### src/rtl/sv32_ptw_pkg.sv
// Shared definitions for the Sv32 page-table walker and its TLB client.
// Holds PTE bit positions, virtual-address field positions, the walker state
// encoding and the bit layout of the 63-bit TLB update word.
package sv32_ptw_pkg;

  // PTE permission/valid bits
  localparam int unsigned PteV = 0;
  localparam int unsigned PteR = 1;
  localparam int unsigned PteW = 2;
  localparam int unsigned PteX = 3;

  // PTE PPN field; PPN[0] is bits 19:10 and must be zero for a 4 MiB leaf
  localparam int unsigned PtePpnLsb  = 10;
  localparam int unsigned PtePpn0Msb = 19;

  // Virtual-address fields
  localparam int unsigned VaVpn1Lsb = 22;
  localparam int unsigned VaVpn0Lsb = 12;
  localparam int unsigned VpnWidth  = 10;

  // Update word layout: {valid, is_4M, vpn[19:0], asid[8:0], content[31:0]}
  localparam int unsigned UpdWidth      = 63;
  localparam int unsigned UpdValidBit   = 62;
  localparam int unsigned UpdIs4MBit    = 61;
  localparam int unsigned UpdVpnLsb     = 41;
  localparam int unsigned UpdVpnWidth   = 20;
  localparam int unsigned UpdAsidLsb    = 32;
  localparam int unsigned UpdAsidWidth  = 9;
  localparam int unsigned UpdContentLsb = 0;

  // Walker states
  typedef logic [2:0] ptw_state_t;
  localparam ptw_state_t StIdle   = 3'd0;
  localparam ptw_state_t StL1Req  = 3'd1;
  localparam ptw_state_t StL1Wait = 3'd2;
  localparam ptw_state_t StL0Req  = 3'd3;
  localparam ptw_state_t StL0Wait = 3'd4;
  localparam ptw_state_t StUpdate = 3'd5;
  localparam ptw_state_t StFault  = 3'd6;
  localparam ptw_state_t StDrain  = 3'd7;

  // Physical address of a PTE: table base page plus 4-byte entry index
  function automatic logic [33:0] pte_addr(input logic [21:0] ppn, input logic [9:0] vpn);
    return {ppn, 12'b0} + {22'b0, vpn, 2'b00};
  endfunction

endpackage

### src/rtl/sv32_pte_check.sv
// Combinational Sv32 PTE classifier.
// Ports:
//   flags      in  4   PTE bits {X, W, R, V}
//   ppn0       in  10  PTE PPN[0] field (bits 19:10)
//   invalid    out 1   V clear, or write-only (reserved) encoding
//   leaf       out 1   valid PTE with R or X set
//   misaligned out 1   PPN[0] non-zero; only meaningful for a level-1 leaf
module sv32_pte_check
  import sv32_ptw_pkg::*;
(
  input  logic [3:0] flags,
  input  logic [9:0] ppn0,
  output logic       invalid,
  output logic       leaf,
  output logic       misaligned
);

  always_comb begin
    invalid    = !flags[PteV] || (!flags[PteR] && flags[PteW]);
    leaf       = !invalid && (flags[PteR] || flags[PteX]);
    misaligned = (ppn0 != 10'd0);
  end

endmodule

### src/rtl/sv32_ptw.sv
// Sv32 hardware page-table walker.
// Accepts one TLB miss at a time, reads up to two PTEs (one outstanding memory
// request at most) and produces either a one-cycle TLB update or a one-cycle
// page-fault pulse. A flush aborts the walk; if a read is in flight the walker
// drains its response before returning to idle.
// Ports:
//   clk_i, rst_i                 clock, synchronous active-high reset
//   flush_i                      abort walk
//   satp_ppn_i                   root table PPN
//   miss_valid_i/miss_ready_o    miss request handshake, with miss_vaddr_i, miss_asid_i
//   mem_req_valid_o/_ready_i     PTE read request, address mem_req_addr_o
//   mem_rsp_valid_i/_data_i      PTE read response
//   update_o                     TLB update word, zero except in the update cycle
//   walking_o                    walker busy
//   fault_valid_o/fault_vaddr_o  page-fault pulse and faulting vaddr
module sv32_ptw
  import sv32_ptw_pkg::*;
#(
  parameter int unsigned ASID_WIDTH = 9
) (
  input  logic                  clk_i,
  input  logic                  rst_i,
  input  logic                  flush_i,
  input  logic [21:0]           satp_ppn_i,
  input  logic                  miss_valid_i,
  output logic                  miss_ready_o,
  input  logic [31:0]           miss_vaddr_i,
  input  logic [ASID_WIDTH-1:0] miss_asid_i,
  output logic                  mem_req_valid_o,
  input  logic                  mem_req_ready_i,
  output logic [33:0]           mem_req_addr_o,
  input  logic                  mem_rsp_valid_i,
  input  logic [31:0]           mem_rsp_data_i,
  output logic [62:0]           update_o,
  output logic                  walking_o,
  output logic                  fault_valid_o,
  output logic [31:0]           fault_vaddr_o
);

  ptw_state_t            state_q, state_d;
  logic [31:0]           vaddr_q, vaddr_d;
  logic [ASID_WIDTH-1:0] asid_q, asid_d;
  logic [31:0]           pte_q, pte_d;
  logic                  is_4m_q, is_4m_d;

  logic pte_invalid, pte_leaf, pte_misaligned;
  logic live;
  logic [UpdAsidWidth-1:0] asid_field;

  // Classify the response as it arrives so the WAIT states can branch on it.
  sv32_pte_check u_pte_check (
    .flags      (mem_rsp_data_i[PteX:PteV]),
    .ppn0       (mem_rsp_data_i[PtePpn0Msb:PtePpnLsb]),
    .invalid    (pte_invalid),
    .leaf       (pte_leaf),
    .misaligned (pte_misaligned)
  );

  // Outputs that start a transaction or report a result are masked by reset
  // and flush, so nothing escapes in a cycle that is being discarded.
  assign live = !rst_i && !flush_i;

  assign asid_field = UpdAsidWidth'(asid_q);

  always_comb begin
    state_d = state_q;
    vaddr_d = vaddr_q;
    asid_d  = asid_q;
    pte_d   = pte_q;
    is_4m_d = is_4m_q;

    case (state_q)
      StIdle: begin
        if (miss_valid_i && !flush_i) begin
          vaddr_d = miss_vaddr_i;
          asid_d  = miss_asid_i;
          state_d = StL1Req;
        end
      end
      StL1Req: begin
        if (flush_i)              state_d = StIdle;
        else if (mem_req_ready_i) state_d = StL1Wait;
      end
      StL1Wait: begin
        if (flush_i) begin
          // A response in the flush cycle is simply dropped; otherwise drain it.
          state_d = mem_rsp_valid_i ? StIdle : StDrain;
        end else if (mem_rsp_valid_i) begin
          pte_d = mem_rsp_data_i;
          if (pte_invalid || (pte_leaf && pte_misaligned)) begin
            state_d = StFault;
          end else if (pte_leaf) begin
            is_4m_d = 1'b1;
            state_d = StUpdate;
          end else begin
            state_d = StL0Req;
          end
        end
      end
      StL0Req: begin
        if (flush_i)              state_d = StIdle;
        else if (mem_req_ready_i) state_d = StL0Wait;
      end
      StL0Wait: begin
        if (flush_i) begin
          state_d = mem_rsp_valid_i ? StIdle : StDrain;
        end else if (mem_rsp_valid_i) begin
          pte_d = mem_rsp_data_i;
          if (pte_leaf) begin
            is_4m_d = 1'b0;
            state_d = StUpdate;
          end else begin
            state_d = StFault;
          end
        end
      end
      StUpdate: state_d = StIdle;
      StFault:  state_d = StIdle;
      StDrain: begin
        if (mem_rsp_valid_i) state_d = StIdle;
      end
      default:  state_d = StIdle;
    endcase
  end

  always_ff @(posedge clk_i) begin
    if (rst_i) begin
      state_q <= StIdle;
      vaddr_q <= '0;
      asid_q  <= '0;
      pte_q   <= '0;
      is_4m_q <= 1'b0;
    end else begin
      state_q <= state_d;
      vaddr_q <= vaddr_d;
      asid_q  <= asid_d;
      pte_q   <= pte_d;
      is_4m_q <= is_4m_d;
    end
  end

  always_comb begin
    miss_ready_o    = (state_q == StIdle) && !rst_i;
    mem_req_valid_o = ((state_q == StL1Req) || (state_q == StL0Req)) && live;
    walking_o       = (state_q != StIdle);

    mem_req_addr_o = '0;
    if (state_q == StL1Req) begin
      mem_req_addr_o = pte_addr(satp_ppn_i, vaddr_q[VaVpn1Lsb +: VpnWidth]);
    end else if (state_q == StL0Req) begin
      mem_req_addr_o = pte_addr(pte_q[31:PtePpnLsb], vaddr_q[VaVpn0Lsb +: VpnWidth]);
    end

    update_o = '0;
    if ((state_q == StUpdate) && live) begin
      update_o[UpdValidBit]                    = 1'b1;
      update_o[UpdIs4MBit]                     = is_4m_q;
      update_o[UpdVpnLsb +: UpdVpnWidth]       = vaddr_q[31:VaVpn0Lsb];
      update_o[UpdAsidLsb +: UpdAsidWidth]     = asid_field;
      update_o[UpdContentLsb +: 32]            = pte_q;
    end

    fault_valid_o = (state_q == StFault) && live;
    fault_vaddr_o = fault_valid_o ? vaddr_q : 32'd0;
  end

endmodule

### config.mk
export PLATFORM = sky130hd
export DESIGN_NAME = sv32_ptw
export DESIGN_NICKNAME = d
export VERILOG_FILES = /design/src/rtl/sv32_ptw_pkg.sv /design/src/rtl/sv32_pte_check.sv /design/src/rtl/sv32_ptw.sv
export SDC_FILE = /design/constraint.sdc
export NUM_CORES = 1
export LEC_CHECK = 0
export ABC_CLOCK_PERIOD_IN_PS = 2410
export CAP_MARGIN = 20
export CORE_MARGIN = 5
export CORE_UTILIZATION = 38
export CTS_CLUSTER_DIAMETER = 120
export CTS_CLUSTER_SIZE = 24
export DETAILED_ROUTE_END_ITERATION = 10
export GPL_TIMING_DRIVEN = 0
export PLACE_DENSITY = 0.79
export RECOVER_POWER = 25
export SETUP_SLACK_MARGIN = 0.5
export SYNTH_ARGS = -nofsm -noshare
export SYNTH_HDL_FRONTEND = slang
export SYNTH_HIERARCHICAL = 1
export SYNTH_SLANG_ARGS = --single-unit
### constraint.sdc
create_clock -name clk_i -period 2.41 [get_ports clk_i]
set_clock_uncertainty 0.05 [all_clocks]
set_input_delay 0.482 -clock clk_i [delete_from_list [all_inputs] [get_ports clk_i]]
set_output_delay 0.482 -clock clk_i [all_outputs]
set_load 0.02 [all_outputs]
==> metrics.csv <==
stage,metric,value,unit
power_and_ir_drop,P_leak,3.59,nW
critical_path,slowest CP cell,dfxtp_2,
place,Setup WS pre-CTS,-0.890,ns
detailed_routing,drt first-iter violations,334,
global_route,GRT Overall Usage,0.248,
timing,Final setup viols,0,
synth,post-synth top area cell,dfxtp_1,
synth,Syn Inst Count,527,
detailed_routing,"antenna viol nets, final",0,
min_path,Hold WC Path Type,in -> reg,
detailed_routing,routed vias,4996,
floorplan,die width,112,um
clock_network,Clk Tree Root Cell,clkbuf_8,
critical_path,Critical Path AT,1.81,ns
synth,synthesized flop and latch total,77,
critical_path,Critical Path Source Type,register,
critical_path,"CP delay by family, top",buffers and inverters,
place,port bufs,230,
job,maxcap violations,0,
critical_path,worst-path fanout max,5,
cells_and_area,flip-flop and latch area,1550,um2
floorplan,Initial Util,0.386,
critical_path,Crit Path Class,reg -> out,
critical_path,cell repeated most along the worst path,buf_6,
global_route,"Remaining Overflow, GRT",0,
cells_and_area,Util after Layout,0.833,
cells_and_area,Area growth syn-to-layout,116,%
floorplan,die area,12500,um2
power_and_ir_drop,Max IR drop VDD,0.435,mV
timing,Slew @ Worst Pin,0.789,ns
synth,synth top area cells,"dfxtp_1 39%, and2_1 15%, nand2_1 14%, a21oi_1 9.4%, a22o_1 7.1%",
synth,Cell variety after synth,37,
clock_network,H-tree lvl count,3,
timing,Final Worst Setup Slack,0.0725,ns
timing,FMAX,0.428,GHz
timing,Tmin final,2.34,ns
timing,RSZ-0062 raised after global routing,true,
clock_network,clk_lat worst skew,0.34,ns
floorplan,die height,112,um
detailed_routing,final WL,18200,um
cells_and_area,area occupied by multi-input gates,2940,um2
place,routability cong.,0.897,
global_route,largest net degree at the start of global routing,14,
critical_path,Levels on crit path,7,
detailed_routing,Residual DRC,0,
critical_path,Crit path largest cell delay,0.37,ns
timing,"Slew Viols, Final",0,
global_route,number of global-route vias before repair,4932,
synth,sequential fraction of the synthesis area,0.391,
synth,Synth top area share,0.391,
timing,Slew HR,0.474,
run_status,outcome,"complete, no violations",
floorplan,io pins,234,
critical_path,CP bufs+invs,5,
floorplan,core area,10200,um2
synth,average cell area after synthesis,7.49,um2
critical_path,Worst Path Required,1.88,ns
timing,Hold Fails Final Rpt,0,
detailed_routing,post-DR vias/cell,5.18,
synth,Mapped Area,3950,um2
min_path,hold path depth,3,
power_and_ir_drop,Pwr Total,5.47,mW
place,DP Wirelength,11300,um
cells_and_area,share of layout cells above drive strength 1,0.523,
critical_path,CP Cell Sequence,buf_6 > clkinvlp_4 > nor3_4 > buf_6 > clkbuf_16 > and2_4 > buf_6,
global_route,initial antenna violation count,0,
timing,final critical-path share of the clock period,0.970,
clock_network,Hold Buf Count CTS,0,
clock_network,clock-pin slew of the registers on the worst-case setup and hold paths,0.09,ns
clock_network,Clock Sinks,77,
clock_network,TritonCTS clock tree,built,
cells_and_area,ANT cells,0,
detailed_routing,first-pass iteration count of the detailed router,5,
clock_network,Clock Path Buffers,2,
power_and_ir_drop,Cell Pwr Density,642,nW/um2
timing,Final TNS setup,0,ns
synth,Ys Warns,6,
critical_path,crit end category,output pin,
cells_and_area,# nets final,924,
critical_path,Reg2Reg Depth,9,
global_route,first-pass GRT wire length,25500,um
cells_and_area,Filler Cell Count,623,
clock_network,CTS Buf Count,9,
detailed_routing,Avg WL per Cell,18.9,um
floorplan,# rows,37,
==> worst min-delay path, delay by kind of cell <==
| family | cells | cell delay (ns) |
|---|---|---|
| and+or+nand+nor | 1 | 0.06 |
| AOI/OAI and AO/OA | 1 | 0.05 |
| buffers and inverters | 1 | 0.14 |
==> where the power goes <==
group          internal, mW  total, mW  switching, mW  leakage (nW)
sequential             1.43       1.60          0.174         0.627
clock                 0.503       1.01          0.508        0.0943
combinational          1.44       2.86           1.42          2.87
==> per-stage QoR <==
stage / hold slack [ns] / instances / cell area [um2]
finish: 0.383 / 964 / 8520
global route: 0.369 / 964 / 8520
CTS: 0.409 / 947 / 7730
detailed placement: 0.393 / 894 / 6720
global placement: 0.389 / 894 / 6720
floorplan: 0.382 / 528 / 4250
==> cells in the final DEF (no fill, tap or decap), types with 3 or more instances in the layout <==
cell type        netlist  routed
a21oi_1               74      37
a21oi_2                0      37
a22o_1                32      32
and2_4                 0      93
buf_12                 0       7
buf_2                 15       7
buf_4                  2      24
buf_6                  5     150
buf_8                  0      13
clkbuf_1              23      11
clkbuf_16              0      12
clkbuf_4               0       3
clkbuf_8               0      13
clkdlybuf4s50_1        0      89
clkinvlp_4             0       4
dfxtp_1               77      74
dlymetal6s2s_1         0       9
nand2_1              151     112
nand2_2                0       4
nand2_4                0      35
nand2b_4               0       3
nand3_1                3       3
nor2_1                12       7
nor2_4                 0       6
==> sequential cells by signal, indices dropped and copies added (netlist names) <==
| register | flops |
|---|---|
| pte_q | 32 |
| asid_field | 9 |
| state_q | 3 |
| vaddr_q | 32 |
| is_4m_q | 1 |
==> area by class of cell <==
cell class	instances	area share
inverters	2	0.00132
plain buffers	45	0.0630
multi-input cells	404	0.345
well taps	136	0.0200
repair buffers	284	0.366
clock inverters	6	0.00734
clock buffers	10	0.0161
flip-flops and latches	77	0.182
==> final timing paths <==
kind                            from                      to  slack [ns]
min reg2reg    pte_q[6]$_SDFFE_PP0P_   pte_q[6]$_SDFFE_PP0P_        0.41
min               mem_rsp_data_i[10]  pte_q[10]$_SDFFE_PP0P_        0.38
max          state_q[1]$_SDFFE_PP0P_        fault_vaddr_o[5]        0.07
max reg2reg  state_q[1]$_SDFFE_PP0P_  pte_q[21]$_SDFFE_PP0P_        0.14
==> synth_stat cells <==
library cell and count:
nor2_1 12, nor4b_4 1, a31oi_1 1, nand3_1 3, inv_1 2, a22o_1 32
buf_4 2, conb_1 1, buf_2 15, and2_1 94, nand2b_1 4, nor4_1 2
a211oi_1 3, dfxtp_1 77, nor4bb_1 1, or3_4 1, o311ai_1 1, o211a_1 1
nand2_1 151, a221oi_1 1, buf_6 5, nor2b_1 2, o31a_1 1, clkbuf_1 23
xnor2_2 1, o32ai_1 1, nor3_1 4, nor3_2 1, o21ai_0 2, nor2_2 1
o22ai_1 1, a22oi_1 1, a21oi_1 74, or2_1 1, o22ai_2 1, mux2i_1 2
a2111o_1 1
==> per-layer routing <==
| layer | vias to the layer above | wire length (um) | global-route usage |
|---|---|---|---|
| met1 | 2383 | 6940 | 0.281 |
| met5 | - | 0 | 0 |
| met2 | 229 | 9350 | 0.452 |
| met3 | 42 | 1330 | 0.0609 |
| li1 | 2342 | - | - |
| met4 | 0 | 568 | 0.0827 |
==> logic make-up (layout without fill, tap and decap cells) <==
group / after synthesis / in the layout / share of synthesized area
xor+xnor: 1 / 1 / 0.00412
flops: 77 / 77 / 0.391
compound gates: 121 / 121 / 0.196
mux: 2 / 2 / 0.00507
simple gates: 278 / 278 / 0.343
buf+inv: 47 / 347 / 0.0609
other cells: 1 / 2 / 0.000950
==> timing repair <==
action | CTS | global route
endpoints found under the setup margin | 164 | 205
setup buffers | 25 | 10
pin swaps | 53 | 72
gates resized for setup | 880 | 178
cloned | 12 | 7
Note: power is estimated with default switching activity, not from simulation.
